### config.mk
export PLATFORM = sky130hd
export DESIGN_NAME = amiga_dram_ctl
export DESIGN_NICKNAME = d
export VERILOG_FILES = /design/src/rtl/amiga_dram_pkg.sv /design/src/rtl/amiga_refresh_timer.sv /design/src/rtl/amiga_dram_ctl.sv
export SDC_FILE = /design/constraint.sdc
export NUM_CORES = 1
export LEC_CHECK = 0
export BUFFER_PORTS_ARGS = -buffer_cell sky130_fd_sc_hd__clkbuf_2
export CORE_UTILIZATION = 43
export CTS_BUF_LIST = sky130_fd_sc_hd__clkbuf_4 sky130_fd_sc_hd__clkbuf_8
export CTS_CLUSTER_DIAMETER = 80
export DETAILED_ROUTE_END_ITERATION = 10
export PLACE_DENSITY_LB_ADDON = 0.15
export SLEW_MARGIN = 20
export SYNTH_ARGS = -nofsm -noshare
export SYNTH_HDL_FRONTEND = slang
export SYNTH_SLANG_ARGS = --single-unit
### constraint.sdc
create_clock -name CLK -period 4.2 [get_ports CLK]
set_input_delay 0.84 -clock CLK [delete_from_list [all_inputs] [get_ports CLK]]
set_output_delay 0.84 -clock CLK [all_outputs]
set_load 0.1 [all_outputs]
### src/rtl/amiga_dram_pkg.sv
`default_nettype none
// ============================================================================
// Module   : amiga_dram_pkg
// Purpose  : Shared state encoding and constants for the Amiga DRAM controller.
// Revision : 1.0 - initial release
// ============================================================================
package amiga_dram_pkg;

    typedef enum logic [2:0] {
        IDLE    = 3'd0,
        ROW     = 3'd1,
        COL     = 3'd2,
        ACK     = 3'd3,
        PRE     = 3'd4,
        REF_CAS = 3'd5,
        REF_RAS = 3'd6,
        REF_END = 3'd7
    } dram_state_t;

    localparam int PRECHARGE_CYCLES = 2;

    function automatic int nbank(input int bank_bits);
        return 1 << bank_bits;
    endfunction

endpackage
`default_nettype wire

### src/rtl/amiga_refresh_timer.sv
`default_nettype none
// ============================================================================
// Module   : amiga_refresh_timer
// Purpose  : Free-running refresh interval counter with a single pending flag.
// Revision : 1.0 - initial release
// ============================================================================
module amiga_refresh_timer #(
    parameter int REFRESH_DIV = 56
) (
    input  logic CLK,
    input  logic _RST,
    input  logic clear,
    output logic pending
);

    localparam int CW = $clog2(REFRESH_DIV);

    logic [CW-1:0] r_count;
    logic          r_pending;
    logic          w_expire;

    assign w_expire = (r_count == '0);

    always_ff @(posedge CLK or negedge _RST) begin
        if (!_RST) begin
            r_count   <= CW'(REFRESH_DIV - 1);
            r_pending <= 1'b0;
        end else begin
            r_count <= w_expire ? CW'(REFRESH_DIV - 1) : r_count - 1'b1;
            // A new expiry outranks a same-cycle clear so no refresh is lost.
            if (w_expire)
                r_pending <= 1'b1;
            else if (clear)
                r_pending <= 1'b0;
        end
    end

    // Expiry is visible in the same cycle so the FSM can favour it over an access.
    assign pending = r_pending | w_expire;

endmodule
`default_nettype wire

### src/rtl/amiga_dram_ctl.sv
`default_nettype none
// ============================================================================
// Module   : amiga_dram_ctl
// Purpose  : 68000-bus DRAM controller with CBR refresh and write-once lock.
// Revision : 1.0 - initial release
// ============================================================================
module amiga_dram_ctl
    import amiga_dram_pkg::*;
#(
    parameter int ROW_BITS    = 8,
    parameter int BANK_BITS   = 1,
    parameter int REFRESH_DIV = 56,
    parameter int WPRO_EN     = 1
) (
    input  logic                            CLK,
    input  logic                            _RST,
    input  logic                            _AS,
    input  logic                            _UDS,
    input  logic                            _LDS,
    input  logic                            R_W,
    input  logic [2*ROW_BITS+BANK_BITS-1:0] A,
    input  logic                            SEL,
    input  logic                            WPRO_SET,
    output logic                            _DTACK,
    output logic [ROW_BITS-1:0]             MA,
    output logic [nbank(BANK_BITS)-1:0]     _RAS,
    output logic [nbank(BANK_BITS)-1:0]     _UCAS,
    output logic [nbank(BANK_BITS)-1:0]     _LCAS,
    output logic                            _WE,
    output logic                            _WPRO,
    output logic                            BUSY
);

    localparam int NBANK = nbank(BANK_BITS);
    localparam int AW    = 2*ROW_BITS + BANK_BITS;
    localparam int PRE_W = $clog2(PRECHARGE_CYCLES + 1);

    dram_state_t          r_state;
    logic [NBANK-1:0]     r_ras, r_ucas, r_lcas;
    logic [ROW_BITS-1:0]  r_ma, r_col;
    logic [BANK_BITS-1:0] r_bank;
    logic [PRE_W-1:0]     r_pre_cnt;
    logic                 r_we, r_dtack, r_wpro, r_busy, r_block;
    logic                 w_ref_pending, w_ref_clear;
    logic [NBANK-1:0]     w_req_sel, w_cur_sel;

    assign w_req_sel   = NBANK'(1) << A[AW-1 -: BANK_BITS];
    assign w_cur_sel   = NBANK'(1) << r_bank;
    assign w_ref_clear = (r_state == REF_END);

    amiga_refresh_timer #(
        .REFRESH_DIV (REFRESH_DIV)
    ) u_refresh_timer (
        .CLK     (CLK),
        ._RST    (_RST),
        .clear   (w_ref_clear),
        .pending (w_ref_pending)
    );

    always_ff @(posedge CLK or negedge _RST) begin
        if (!_RST) begin
            r_state   <= IDLE;
            r_ras     <= '1;
            r_ucas    <= '1;
            r_lcas    <= '1;
            r_we      <= 1'b1;
            r_dtack   <= 1'b1;
            r_wpro    <= 1'b1;
            r_ma      <= '0;
            r_busy    <= 1'b0;
            r_col     <= '0;
            r_bank    <= '0;
            r_block   <= 1'b0;
            r_pre_cnt <= '0;
        end else begin
            case (r_state)
                IDLE: begin
                    if (WPRO_EN != 0 && WPRO_SET)
                        r_wpro <= 1'b0;
                    if (w_ref_pending) begin
                        r_state <= REF_CAS;
                        r_ucas  <= '0;
                        r_lcas  <= '0;
                        r_busy  <= 1'b1;
                    end else if (!_AS && SEL) begin
                        r_state <= ROW;
                        r_col   <= A[ROW_BITS-1:0];
                        r_bank  <= A[AW-1 -: BANK_BITS];
                        r_ma    <= A[2*ROW_BITS-1 -: ROW_BITS];
                        r_ras   <= ~w_req_sel;
                        // A locked part still sees RAS, but never WE or CAS on a write.
                        r_we    <= R_W | ~r_wpro;
                        r_block <= ~R_W & ~r_wpro;
                        r_busy  <= 1'b1;
                    end
                end
                ROW: begin
                    if (_AS) begin
                        r_state   <= PRE;
                        r_ras     <= '1;
                        r_we      <= 1'b1;
                        r_pre_cnt <= '0;
                    end else begin
                        r_state <= COL;
                        r_ma    <= r_col;
                        if (!r_block) begin
                            r_ucas <= ~(w_cur_sel & {NBANK{~_UDS}});
                            r_lcas <= ~(w_cur_sel & {NBANK{~_LDS}});
                        end
                    end
                end
                COL: begin
                    if (_AS) begin
                        r_state   <= PRE;
                        r_ras     <= '1;
                        r_ucas    <= '1;
                        r_lcas    <= '1;
                        r_we      <= 1'b1;
                        r_pre_cnt <= '0;
                    end else begin
                        r_state <= ACK;
                        r_dtack <= 1'b0;
                    end
                end
                ACK: begin
                    if (_AS) begin
                        r_state   <= PRE;
                        r_ras     <= '1;
                        r_ucas    <= '1;
                        r_lcas    <= '1;
                        r_we      <= 1'b1;
                        r_dtack   <= 1'b1;
                        r_pre_cnt <= '0;
                    end
                end
                PRE: begin
                    if (r_pre_cnt == PRE_W'(PRECHARGE_CYCLES - 1)) begin
                        r_state <= IDLE;
                        r_busy  <= 1'b0;
                    end else begin
                        r_pre_cnt <= r_pre_cnt + 1'b1;
                    end
                end
                REF_CAS: begin
                    r_state <= REF_RAS;
                    r_ras   <= '0;
                    r_we    <= 1'b1;
                end
                REF_RAS: begin
                    r_state <= REF_END;
                    r_ras   <= '1;
                    r_ucas  <= '1;
                    r_lcas  <= '1;
                end
                REF_END: begin
                    r_state   <= PRE;
                    r_pre_cnt <= '0;
                end
                default: begin
                    r_state <= IDLE;
                    r_busy  <= 1'b0;
                end
            endcase
        end
    end

    assign _DTACK = r_dtack;
    assign MA     = r_ma;
    assign _RAS   = r_ras;
    assign _UCAS  = r_ucas;
    assign _LCAS  = r_lcas;
    assign _WE    = r_we;
    assign _WPRO  = r_wpro;
    assign BUSY   = r_busy;

endmodule
`default_nettype wire

### Word level (Yosys, flattened, before mapping)

Cells that the tools add are included.

* mux-type cells: 38
* div/mod/pow operators: 0
* reduce and logical (&&, ||, !) cells: 24
* $add $sub $neg: 2
* equality and inequality tests: 20
* multipliers: 0
* shift-type cells: 2
* bitwise logic cells: 13
* order comparisons: 0

Operator list (number)
* 8-bit 2-to-1 mux: 3
* 2-bit one-hot mux with 4 select lines: 3
* 3-bit one-hot mux with 8 select lines: 1
* 2-bit 2-to-1 mux: 10
* 3-bit 2-to-1 mux: 6
* 2-bit != test, second input constant: 8
* 8-bit one-hot mux with 2 select lines: 1
* 3-bit AND reduction: 5
* 3-bit equality test, second input constant: 4
* 4-bit AND reduction: 3
* 1-bit 2-to-1 mux: 9
* 2-bit nonzero test: 4
* 4-bit nonzero test: 2
* 3-bit by 2-bit equality test with 1-bit output, second input constant: 2
* 6-bit logical NOT: 1
* 6-bit 2-to-1 mux: 1
* 2-bit by 1-bit != test with 1-bit output, second input constant: 3
* 2-bit inverter: 3
* 2-bit one-hot mux with 3 select lines: 1
* 3-bit nonzero test: 2
* 6-bit by 1-bit subtractor with 6-bit output, second input constant: 1
* 1-bit inverter: 5
* 5-bit AND reduction: 1
* 2-bit bitwise AND: 2
* 15 further kinds: 18

* register bits after elaboration: 40
* input bits: 25
* bits in read-only memories: 0
* bits in latches: 0
* output and inout port bits: 18
* bits in writable memories: 0
* memories: 0

### Longest topological paths before layout

Gate-level depths: netlist of the first run.

* word-level depth: 6
* gate-level depth with buffers: 7

### Modules after synthesis

Synthesis of the first run repeated with hierarchy kept, for this count alone.

* cell total of the unflattened synthesis: 179
* area total of the unflattened synthesis: 1988.2 um^2

By module, submodules not included
* amiga_dram_ctl: area an instance 1646.6 um^2, times used 1, sequential area each 837.1 um^2, cells each 148
* amiga_refresh_timer: area an instance 341.6 um^2, times used 1, sequential area each 181.4 um^2, cells each 31

### Least setup slack after synthesis of the first run

OpenSTA, ideal clock, no wires.

* path kind: input-to-reg
* start point: in _AS
* end point: reg r_lcas[0], in the netlist _LCAS[0]
* data arrival time: 2.051 ns
* setup slack: 2.074 ns
* library setup time: 0.075 ns
* stages on the path: 5
* required time: 4.125 ns
* path through: buf_2 or4b_2 a21oi_1 a211o_1 a2bb2oi_1

* cells in the longest elaborated chain, start to end: 2
* elaborated cells on any way between the ends: 3
* those cells by class: eq/ne (2); reduce/logical (1)

RTL lines
* start: declaration: RTL line amiga_dram_ctl.sv:17 `input logic _AS,`
* 2-bit != test (no line) / 2-bit by 1-bit != test with 1-bit output (equally long branches)
* 5-bit AND reduction (no line) *
* end signal: assignment: RTL line amiga_dram_ctl.sv:108 `r_lcas <= ~(w_cur_sel & {NBANK{~_LDS}});`
* end: declaration: RTL line amiga_dram_ctl.sv:39 `logic [NBANK-1:0] r_ras, r_ucas, r_lcas;`

Every way passes the cells marked *; elsewhere a longest branch is shown, timed or not.
A chain may end at the register's enable or synchronous reset.

### Worst setup path after layout of the first run

* start point: reg r_state[0]
* end point: reg r_ma[0], in the netlist MA[0]

* cells in the longest elaborated chain, start to end: 3
* elaborated cells on any way between the ends: 8
* those cells by class: eq/ne (4); mux (1); reduce/logical (3)

RTL lines
* start: declaration: RTL line amiga_dram_ctl.sv:38 `dram_state_t r_state;`
* start signal: assignment: RTL line amiga_dram_ctl.sv:62 `r_state <= IDLE;`
* start signal: assignment: RTL line amiga_dram_ctl.sv:81 `r_state <= REF_CAS;`
* start signal: assignment: RTL line amiga_dram_ctl.sv:86 `r_state <= ROW;`
* 3-bit by 1-bit equality test with 1-bit output / 3-bit logical NOT (equally long branches): RTL line amiga_dram_ctl.sv:76 `case (r_state)`
* 2-bit != test (no line) / 2-bit nonzero test (equally long branches)
* 4-bit AND reduction (no line)
* end signal: assignment: RTL line amiga_dram_ctl.sv:89 `r_ma <= A[2*ROW_BITS-1 -: ROW_BITS];`
* end signal: assignment: RTL line amiga_dram_ctl.sv:105 `r_ma <= r_col;`
* end: declaration: RTL line amiga_dram_ctl.sv:40 `logic [ROW_BITS-1:0] r_ma, r_col;`

Parallel ways exist; a longest one is shown, timed or not.

==> run summary, run 1 <==
outcome - completed
Final Wtd Congestion - 0.750
io pins - 43
DRC Markers - 0
vias per cell - 5.46
Synth Flop Type - dfrtp_1
GRT Resource Usage Total - 17.8%
largest net degree at the start of global routing - 41
post-synth cell types - 40
Switching Power - 0.847 mW
clock latency on the worst-skew pair - 0.29 ns
Max VDD drop - 0.450 mV
DR vias - 1,458
CP Buf/Inv Count - 1
Clock transition at path regs - 0.08 ns
CP Max Fanout - 24
die height - 69.0 um
Worst R2R Start - r_state[0]
WS Path Type - flop to flop
Area Overhead vs Synth - 17.8%
hold_sp - u_refresh_timer.r_count[0]
placed cell area - 0.00218 sq mm
CTS tree - yes
Ant. Diodes - 0
async set-reset flop share out of synthesis - 100%
# rows - 24
critical path data required time - 4.38 ns
initial antenna violation count - 0
post-route setup TNS - 0 ns
Detail Placement HPWL - 2720 um
post-synth top area share - 33.7%
total global routing overflow - 0
Syn. warnings - 0
startpoint types - flop
Worst-Margin Slew - 0.973 ns
unrepaired setup endpoints after global routing - false
Die X - 69.0 um
Slew headroom - 35.1%
cts hold-fix bufs - 0
post-route antenna net violation count - 0
Filler Cell Count - 398
drt pass-1 iters - 4
Core ar. - 0.00432 sq mm
Final setup viols - 0
Logic pwr share - 47.3%
Int Pwr - 0.876 mW
Tcrit/Tclk final - 54.5%
Max Freq - 437 MHz
flops & latches, synth - 40
port bufs - 42
Slowest cell on crit path - dfrtp_1
hold_ws - 0.471 ns
most common cell after layout, fill and taps aside - clkbuf_2
Clock Tree Buf Depth - 2
Clock H-tree levels - 2
Hold Path Class - flop to flop
crit path DAT - 2.47 ns
Initial DRC Count - 101
Initial Utilization - 44.7%
syn_nets - 198
wire length per cell - 14.3 um
Cell Area, Synth - 0.00193 sq mm
commonest non-fill, non-tap cells in the layout - clkbuf_2 (42), dfrtp_1 (26), mux2_2 (24)
max_cap viols - 0
CP delay by family, top - flip-flops
share of cells above drive strength 1 - 44.7%
crit path cell chain - inv_1, a2111oi_4, mux2_2
register area share after synthesis - 52.7%
Setup crit end kind - flop
worst setup path start - r_state[0]
number of flops mapped to enable cells by yosys - 0
Synth Instances - 171
highest cell delay on the worst timing path - 0.85 ns
max-slew violations - 0
CTS Sinks - 40
first-pass GRT wire length - 6760 um
CTS root buffer - clkbuf_8
hold violation count in the final report - 0
routed wire length - 3810 um
sequential fraction of design power - 36.6%
vias in the first global route - 1,492
Synth area leaders - dfrtp_1 (34%), dfstp_2 (19%), mux2_2 (14%), o21ai_0 (3.4%), nand2_1 (2.5%)
DIE AREA - 0.00476 sq mm
Final #Nets - 241
# resized after CTS - 0
Avg Inst Size Synth - 11.3 sq um
Post-CTS Setup Repair Bufs - 0
total CTS buffers - 5
Leakage - 1.06 nW
switch share - 49.2%
Final Critical Period - 2.29 ns
post-synth top area cell - dfrtp_1
Final Util - 52.6%
power per cell area - 757 mW/mm^2
post-route cell area - 0.00228 sq mm
Power, Total - 1.72 mW
Final Skew - 0.00934 ns
clock share of power - 16.1%
-- path summary, 6_finish.rpt --
kind                                               to  slack [ns]  cells past startpoint
max                                             MA[0]        1.91                      3
min                        u_refresh_timer.r_count[0]        0.47                      1
max reg2reg                                     MA[0]        1.91                      3
min reg2reg                u_refresh_timer.r_count[0]        0.47                      1
max in group asynchronous                    r_col[6]        2.90                      1
min in group asynchronous                r_pre_cnt[0]        0.69                      1
-- logic make-up (layout without fill, tap and decap cells) --
logic type	count (synthesis)	count (layout)	synth area share, %
flip-flops	40	40	52.7
multiplexers	24	24	14.0
adder cells (fa/ha/maj)	4	4	2.33
AND/OR/NAND/NOR	45	45	11.9
AO/OA/AOI/OAI	40	40	14.4
XOR/XNOR	3	3	1.36
buffers and inverters	15	59	3.24
-- power groups by stage --
stage,Sequential (mW),Clock (mW),Combinational [mW]
after global placement,0.634,0,0.804
after global routing,0.654,0.301,0.863
after floorplan,1.00,0,0.308
after CTS,0.632,0.284,0.820
after detailed placement,0.639,0,0.817
final,0.631,0.277,0.815
-- cell usage after synthesis (all sizes together), types with 2 or more instances --
library cell  number
or3                3
a21o               2
clkbuf             3
a21oi              8
nor4               2
xnor2              2
o31ai              2
and2               2
nor2              11
a2bb2oi            4
o21ai             14
nor3               4
nand2             13
dfstp             14
nor2b              3
nand4              2
buf                3
maj3               2
mux2              24
a211oi             3
dfrtp             26
ha                 2
inv                9
-- through the flow --
step | instances | setup WS [ns]
finish | 267 | 1.91
global route | 267 | 1.71
detailed placement | 259 | 1.82
global placement | 259 | 1.88
CTS | 267 | 1.89
floorplan | 171 | 2.07
-- routing by layer --
metal	track usage, %	vias to the layer above	wire, um
met5	0	-	0
met2	29.6	40	1880
met1	21.6	716	1640
met3	5.70	9	226
li1	-	693	-
met4	6.80	0	72
-- flip-flops by register name, indices dropped and copies added (netlist names), 2 cells and up --
signal,cells
u_refresh_timer.r_count,6
MA,8
r_state,3
r_col,8
r_pre_cnt,2
_UCAS,2
_RAS,2
_LCAS,2
-- worst register-to-register path, delay by kind of cell (launching register included) --
family,cells,cell delay (ns)
compound gates,1,0.65
flops,1,0.85
mux,1,0.41
buf+inv,1,0.26
-- area by class of cell --
| class | count | area (sq um) | share of cell area (%) |
|---|---|---|---|
| flip-flops and latches | 40 | 1020 | 44.8 |
| well taps | 52 | 65.1 | 2.86 |
| inverters | 9 | 33.8 | 1.48 |
| multi-input cells | 116 | 851 | 37.4 |
| repair buffers | 42 | 210 | 9.24 |
| clock buffers | 8 | 97.6 | 4.29 |
(Power assumes the default switching activity.)
==> run 2: changes to the inputs <==
--- a/config.mk
+++ b/config.mk
@@ -5,6 +5,7 @@
 export SDC_FILE = /design/constraint.sdc
 export NUM_CORES = 1
 export LEC_CHECK = 0
+export ABC_AREA = 1
 export BUFFER_PORTS_ARGS = -buffer_cell sky130_fd_sc_hd__clkbuf_2
 export CORE_UTILIZATION = 43
 export CTS_BUF_LIST = sky130_fd_sc_hd__clkbuf_4 sky130_fd_sc_hd__clkbuf_8
==> constraint.sdc (replaced) <==
create_clock -name CLK -period 2.16 [get_ports CLK]
set_input_delay 0.432 -clock CLK [delete_from_list [all_inputs] [get_ports CLK]]
set_output_delay 0.432 -clock CLK [all_outputs]
set_load 0.1 [all_outputs]
==> run summary, run 2 <==
outcome - complete, but fails checks
failing checks - DRC
post-synth cell types - 26
WS Path Type - flop to flop
Synth Flop Type - dfrtp_1
Syn. warnings - 0
startpoint types - flop
max_cap viols - 0
Avg Inst Size Synth - 7.82 sq um
Core ar. - 0.00444 sq mm
total global routing overflow - 0
reg2reg path depth - 8
cts hold-fix bufs - 0
initial antenna violation count - 0
Final Wtd Congestion - 0.908
Slowest cell on crit path - dfstp_2
async set-reset flop share out of synthesis - 100%
post-route setup TNS - 0 ns
first-pass GRT wire length - 7270 um
Initial DRC Count - 97
Worst-Margin Slew - 0.541 ns
Post-CTS Setup Repair Bufs - 0
number of flops mapped to enable cells by yosys - 0
crit path DAT - 2.02 ns
largest net degree at the start of global routing - 41
GRT Resource Usage Total - 18.4%
CTS root buffer - clkbuf_8
post-route antenna net violation count - 0
Clock Tree Buf Depth - 2
count leader, synth - nand2_1
io pins - 43
share of cells above drive strength 1 - 25.8%
vias per cell - 4.91
register area share after synthesis - 50.1%
CTS Sinks - 40
Cell Area, Synth - 0.00203 sq mm
commonest non-fill, non-tap cells in the layout - nand2_1 (106), clkbuf_2 (42), dfrtp_1 (26)
Synth area leaders - dfrtp_1 (32%), nand2_1 (20%), dfstp_2 (18%), o21ai_0 (4.4%), nand4_1 (4.0%)
post-synth top area share - 32.0%
post-synth top area cell - dfrtp_1
Synth Instances - 260
wire length per cell - 11.5 um
Initial Utilization - 45.7%
CP Max Fanout - 14
DIE AREA - 0.00501 sq mm
DR vias - 1,756
placed cell area - 0.00228 sq mm
Final Skew - 0.00613 ns
commonest cells in the netlist - nand2_1 (106), dfrtp_1 (26), nor2_1 (20)
Tcrit/Tclk final - 84.9%
Area Overhead vs Synth - 16.6%
Slew headroom - 64.1%
critical path data required time - 2.34 ns
Final #Nets - 332
port bufs - 42
crit path cell chain - inv_1, ha_1, nand3_1, nand2_1, nand2_2, nand3_2, nand2_1, nand2_1
critical path depth in cells - 8
Max Freq - 545 MHz
post-route cell area - 0.00237 sq mm
max-slew violations - 0
Detail Placement HPWL - 3110 um
# resized after CTS - 0
hold violation count in the final report - 0
Clock H-tree levels - 2
Final Critical Period - 1.83 ns
syn_nets - 287
highest cell delay on the worst timing path - 0.53 ns
drt pass-1 iters - 7
Setup crit end kind - flop
Ant. Diodes - 0
CTS tree - yes
critical path's most frequent cell - nand2_1
unrepaired setup endpoints after global routing - false
CP Buf/Inv Count - 1
routed wire length - 4110 um
most common cell after layout, fill and taps aside - nand2_1
Hold Path Class - primary input to asynchronous set/reset pin
Clock transition at path regs - 0.07 ns
Die X - 70.8 um
total CTS buffers - 5
vias in the first global route - 1,632
# rows - 24
flops & latches, synth - 40
Final setup viols - 0
DRC Markers - 6
die height - 70.8 um
clock latency on the worst-skew pair - 0.29 ns
CP delay by family, top - simple AND/OR/NAND/NOR gates
==> run 2: cell types whose count changed in the layout (fill, tap and decap cells not counted), sizes merged, moves of 4 or more <==
| cell | before | now |
|---|---|---|
| nand2 | 13 | 109 |
| mux2 | 24 | 0 |
| inv | 9 | 21 |
| nand3 | 0 | 12 |
| nand4 | 2 | 14 |
| nor2 | 11 | 22 |
| o21ai | 14 | 21 |
| a2bb2oi | 4 | 0 |
| nor3 | 4 | 0 |
| o21a | 0 | 4 |
==> run 2: kinds of logic (layout without fill, tap and decap cells) <==
| family | Yosys count | count (layout) | share of synthesized area (%) |
|---|---|---|---|
| compound gates | 30 | 30 | 8.25 |
| xor+xnor | 1 | 1 | 0.431 |
| flops | 40 | 40 | 50.1 |
| simple gates | 158 | 158 | 33.7 |
| buf+inv | 29 | 75 | 6.28 |
| fa+ha+maj | 2 | 2 | 1.23 |
==> run 2: metrics by stage <==
stage	hold slack (ns)	utilization, %	setup WS (ns)	std cells
2_1_floorplan	0.136	-	0.601	260
3_3_place_gp	0.441	51.4	0.372	350
3_5_place_dp	0.445	51.4	0.327	350
4_1_cts	0.207	53.4	0.307	358
5_1_grt	0.245	53.4	0.103	358
6_report	0.195	53.4	0.325	358
==> run 2: layer usage <==
metal  global-route usage, %  vias to the layer above  wire, um
li1                        -                      922         -
met2                    28.4                       35      1750
met1                    25.8                      792      2130
met4                    6.00                        0        51
met5                       0                        -         0
met3                    4.27                        7       173
==> run 2: worst register-to-register path, delay by kind of cell, from the launching register on <==
kind / cells / cell delay [ns]
AND/OR/NAND/NOR: 6 / 0.91
buffers and inverters: 1 / 0.06
flip-flops: 1 / 0.53
adder cells (fa/ha/maj): 1 / 0.24
==> run 2: worst paths after layout <==
check / end / from / slack [ns]
max reg2reg: MA[0] / u_refresh_timer.r_count[0] / 0.33
min in group CLK: _WPRO / WPRO_SET / 0.33
max in group asynchronous: _WE / _RST / 1.61
min reg2reg: u_refresh_timer.r_count[0] / u_refresh_timer.r_count[0] / 0.46
min: u_refresh_timer.r_count[3] / _RST / 0.19
max: MA[0] / u_refresh_timer.r_count[0] / 0.33
==> run 2: layout make-up <==
type                            instances  area, sq um
Clock inverter                          1         5.00
Multi-Input combinational cell        191          887
Inverter                               23         86.3
Timing Repair Buffer                   44          225
Sequential cell                        40         1020
Clock buffer                            7         83.8
Tap cell                               52         65.1
Fill cell                             443         2070
Power of run 2 is not shown: default switching activity piles up to over one toggle a cycle in this logic, so the estimate is an artifact.
